===== src/rtl/rr_arbiter2x1.sv =====
// Two-input round-robin arbiter with a registered output stage driving a 2:1 mux select.
// Define RR_ARBITER2X1_FIXED_PRIO_EN for fixed priority (in1 always wins conflicts).
module rr_arbiter2x1 #(
    parameter int WIDTH = 8
) (
    input  logic             clk,
    input  logic             rst,
    input  logic             in1_valid,
    input  logic [WIDTH-1:0] in1_data,
    output logic             in1_ready,
    input  logic             in2_valid,
    input  logic [WIDTH-1:0] in2_data,
    output logic             in2_ready,
    output logic             select,
    output logic             out_valid,
    output logic [WIDTH-1:0] out_data,
    input  logic             out_ready
);

    typedef enum logic {EMPTY, FULL} state_t;

    state_t state;
    logic   load;
    logic   grant1;
    logic   grant2;

`ifndef RR_ARBITER2X1_FIXED_PRIO_EN
    // Most recent grant in select encoding (1 = in2), so in1 wins the first conflict.
    logic last;
`endif

    assign out_valid = (state == FULL);
    assign in1_ready = grant1;
    assign in2_ready = grant2;

    always_comb begin
        load   = !rst && ((state == EMPTY) || out_ready);
        grant1 = 1'b0;
        grant2 = 1'b0;
        if (load) begin
            if (in1_valid && in2_valid) begin
`ifdef RR_ARBITER2X1_FIXED_PRIO_EN
                grant1 = 1'b1;
`else
                grant1 = last;
                grant2 = !last;
`endif
            end else begin
                grant1 = in1_valid;
                grant2 = in2_valid;
            end
        end
    end

    always_ff @(posedge clk) begin
        if (rst) begin
            state    <= EMPTY;
            out_data <= '0;
            select   <= 1'b0;
`ifndef RR_ARBITER2X1_FIXED_PRIO_EN
            last     <= 1'b1;
`endif
        end else if (load) begin
            if (grant1 || grant2) begin
                state    <= FULL;
                out_data <= grant2 ? in2_data : in1_data;
                select   <= grant2;
`ifndef RR_ARBITER2X1_FIXED_PRIO_EN
                last     <= grant2;
`endif
            end else begin
                state <= EMPTY;
            end
        end
    end

endmodule

===== config.mk =====
export PLATFORM = sky130hd
export DESIGN_NAME = rr_arbiter2x1
export DESIGN_NICKNAME = d
export VERILOG_FILES = /design/src/rtl/rr_arbiter2x1.sv
export SDC_FILE = /design/constraint.sdc
export NUM_CORES = 1
export LEC_CHECK = 0
export BUFFER_PORTS_ARGS = -buffer_cell sky130_fd_sc_hd__buf_2
export CAP_MARGIN = 10
export CORE_MARGIN = 2
export CORE_UTILIZATION = 45
export DETAILED_ROUTE_END_ITERATION = 8
export HOLD_SLACK_MARGIN = 0.05
export PLACE_DENSITY = 0.86
export SLEW_MARGIN = 0
export SYNTH_ARGS = -nofsm -noshare
export SYNTH_HDL_FRONTEND = slang
export SYNTH_SLANG_ARGS = --single-unit
export TNS_END_PERCENT = 100

===== constraint.sdc =====
create_clock -name clk -period 2.5 [get_ports clk]
set_input_delay 0.5 -clock clk [delete_from_list [all_inputs] [get_ports clk]]
set_output_delay 0.5 -clock clk [all_outputs]
set_load 0.02 [all_outputs]

# Word level (Yosys, flattened, before mapping)
# Index checks and enable logic that the tools add are counted.
[classes]
n_reduce_logical = 7
mux = 6
bitwise_logic = 1
[ops]
columns = ["op", "count"]
rows = [
  ["two-way mux 8 bit", 1],
  ["two-way mux 1 bit", 5],
  ["logical AND 1 bit", 2],
  ["logical NOT 1 bit", 2],
  ["logical OR 1 bit", 2],
  ["AND reduction 2 bit", 1],
  ["inverter 1 bit", 1],
]
[word_totals]
output_inout_bits = 12
reg_bits = 11
elab_cells = 18
inputBits = 21

# Logic depth before layout (Yosys ltp)
[logic_depth]
ltp_word = 6
ltp_mapped = 5
mapped_depth_nobuf = 3

# Least setup slack after synthesis
# No wires, ideal clock.
[synth_path]
kind = "input -> output"
startpoint = "input rst"
endpoint = "output in1_ready"
arrival_time_ns = 1.754
n_path_buf = 1
path_stages = 2
setup_slack_ns = 0.246
required_time_ns = 2.000
cell_sequence = "buf_2 a2111oi_0"
[synth_via]
elab_chain_cells = 3
[synth_rtl]
columns = ["item", "line", "text"]
rows = [
  ["start: declaration", "7", "input logic rst,"],
  ["logical NOT 1 bit", "37", "load = !rst && ((state == EMPTY) || out_ready);"],
  ["logical AND 1 bit", "37", ""],
  ["two-way mux 1 bit", "40", "if (load) begin"],
  ["end: declaration", "10", "output logic in1_ready,"],
]
# Every way passes these cells.

# Final worst setup path
[layout_path]
startpoint = "register state (netlist: out_valid)"
endpoint = "output in1_ready"
[layout_via]
elab_chain_cells = 4
[layout_rtl]
columns = ["item", "line", "text"]
rows = [
  ["start: declaration", "22", "state_t state;"],
  ["start signal: assignment", "57", "state <= EMPTY;"],
  ["start signal: assignment", "65", "state <= FULL;"],
  ["start signal: assignment", "72", "state <= EMPTY;"],
  ["inverter 1 bit", "37", ""],
  ["logical OR 1 bit", "37", ""],
  ["logical AND 1 bit", "37", ""],
  ["two-way mux 1 bit", "40", ""],
]
# Every way passes these cells.

==> impl_metrics.toml <==
[floorplan]
rows = 13
io-pin-count = 33
die_width_um = 41.0
initial_core_util = 0.480
core-area_um2 = 1280
die-area_um2 = 1680
die_h_um = 41.0

[pwr]
power.leakage_uw = 0.000353
power.density_nw_per_um2 = 546
vdd.ir_drop.worst_mv = 0.429

[timing]
setup_tns_ns = 0
worst_slack_ns = 0.593
final.setup_skew_ns = 0.00250
slew_viol_final = 0
worst_hold_slack_ns = 0.493
layout_min_cycle_time_ns = 1.91
setup_viol = 0
clock.fmax_ghz = 0.524
min_period_over_period = 0.763
rsz0062_at_grt = "no"
tightest_slew_ns = 0.562
slew_headroom = 0.624
finalHoldViolations = 0

[cells_and_area]
final_common_cell = "buf_2"
post-route-util = 0.617
final_cell_mix = "32 x buf_2, 11 x dfxtp_1, 9 x o31ai_1"
multi_input_area_um2 = 330
n_antenna_cell = 0
final-seq-area_um2 = 220
drive_above_1_share = 0.414
final_area_um2 = 793
nNetsFinal = 121
area_delta_synth_final_pct = 28.6
num-fill-cells = 117

[route]
viasPerCell = 6.04
drt_iter0_drc = 14
drt_pass1_iterations = 4
drc = 0
routed_wl_um = 1610
antenna_left = 0
routedWlPerCell_um = 14.1
routed-via-count = 689

[placement]
pre_cts_ws_ns = 0.684
post_dp_cell_area_um2 = 767
hpwl_um = 1170
port_buffers = 32
gp_congestion = 0.717

[global_route]
antenna_found_initial = 0
busiest_layer = "met2"
met1_usage = 0.252
grt_max_degree = 23
grt_pass1_vias = 598
grt-ovfl-total = 0
grtUsageTotal = 0.222
met2_usage = 0.387
use_met3 = 0.0815
grt_pass1_wl_um = 2430

[clock_network]
post_cts_buffers = 0
cts_hold_buf = 0
htree_levels = 1
tritoncts = "yes"
cts.path.max_buffers = 2
worst_skew_pair.late_latency_ns = 0.26
cts_buffers = 3
cts.clk_slew.worst_paths_ns = 0.07
cts_sinks = 11
root_buffer = "clkbuf_4"
cts-resized-gates = 0

[yosys]
synth.distinct_cells = 21
ys_warn_count = 0
netlist_area_um2 = 617
synth_nets = 89
synth_area_per_cell_um2 = 9.07
synth-seq-cells = 11
synthCells = 68
yosysSeqAreaShare = 0.357

[worst_setup_path]
crit_chain = "nor2b_1 > buf_4 > a2111oi_0 > buf_2"
arrival_ns = 1.41
path_class = "register to output port"
critical_path_buf_inv_count = 2
cp.required_ns = 2.00
crit_fanout = 11
rrSetupSlack_ns = 1.06
cpPeakStageDelay_ns = 0.32
crit_path_end_kind = "output port"
critPathLaunchType = "register"
cp_slowest_cell = "dfxtp_1"
crit_family = "buffers and inverters"

[worst_hold_path]
hp-class = "register to register"

[outcome]
status = "completed"

[flow_run]
drv_cap = 0
==> registers in the layout (all words and copies together), names as in the netlist <==
name and count:
last 1, out_valid 1, select 1, out_data 8
==> metrics by stage <==
step / total power (µW) / std cells
6_report: 433 / 114
5_1_grt: 457 / 114
4_1_cts: 436 / 114
3_5_place_dp: 317 / 110
3_3_place_gp: 313 / 110
2_1_floorplan: 277 / 68
==> worst paths after layout <==
path	cells after the start	start	endpoint
max reg2reg	4	out_valid	out_data[5]
min reg2reg	2	select	select
max	4	out_valid	in1_ready
min	2	select	select
==> worst register-to-register path, cell delays in order, from the launching register on <==
cell and delay [ns]:
dfxtp_1 0.32, nor2b_1 0.13, buf_4 0.17, nor3_2 0.48
a311oi_1 0.18
==> layer usage <==
layer,up-vias,part of all wire,routed length [µm]
met4,0,0,0
met2,39,0.49,785
met1,306,0.41,666
li1,344,-,-
met3,0,0.096,155
met5,-,0,0
==> power by group <==
part | switching (µW) | leakage (µW) | total (µW) | internal, µW
Combinational | 69.6 | 0.000247 | 116 | 46.2
Clock | 58.4 | 0.0000150 | 120 | 61.7
Sequential | 8.14 | 0.0000911 | 197 | 189
Total | 136 | 0.000353 | 433 | 297
==> Yosys cell counts (all sizes together) <==
cell type / instances / area share
or2: 1 / 0.010
nor2: 1 / 0.0061
o31ai: 9 / 0.11
nand2b: 1 / 0.010
inv: 3 / 0.018
a21boi: 1 / 0.030
a31oi: 8 / 0.081
a311oi: 8 / 0.11
nor2b: 1 / 0.010
a21bo: 1 / 0.016
nand4: 8 / 0.081
o211ai: 1 / 0.012
nand3: 1 / 0.0081
clkinv: 1 / 0.0061
dfxtp: 11 / 0.36
buf: 8 / 0.083
a21oi: 2 / 0.016
a2111oi: 1 / 0.014
nor3: 1 / 0.016
==> cells by family after synthesis <==
group | Yosys count | share of synthesized area
flip-flops | 11 | 0.357
buffers and inverters | 12 | 0.107
AO/OA/AOI/OAI | 31 | 0.394
AND/OR/NAND/NOR | 14 | 0.142
==> layout make-up <==
| cell class | count | area share |
|---|---|---|
| well taps | 15 | 0.0237 |
| flip-flops and latches | 11 | 0.278 |
| inverters | 4 | 0.0189 |
| clock buffers | 4 | 0.0331 |
| multi-input cells | 45 | 0.416 |
| repair buffers | 35 | 0.230 |
No activity file was read; power rests on OpenSTA's default activity.
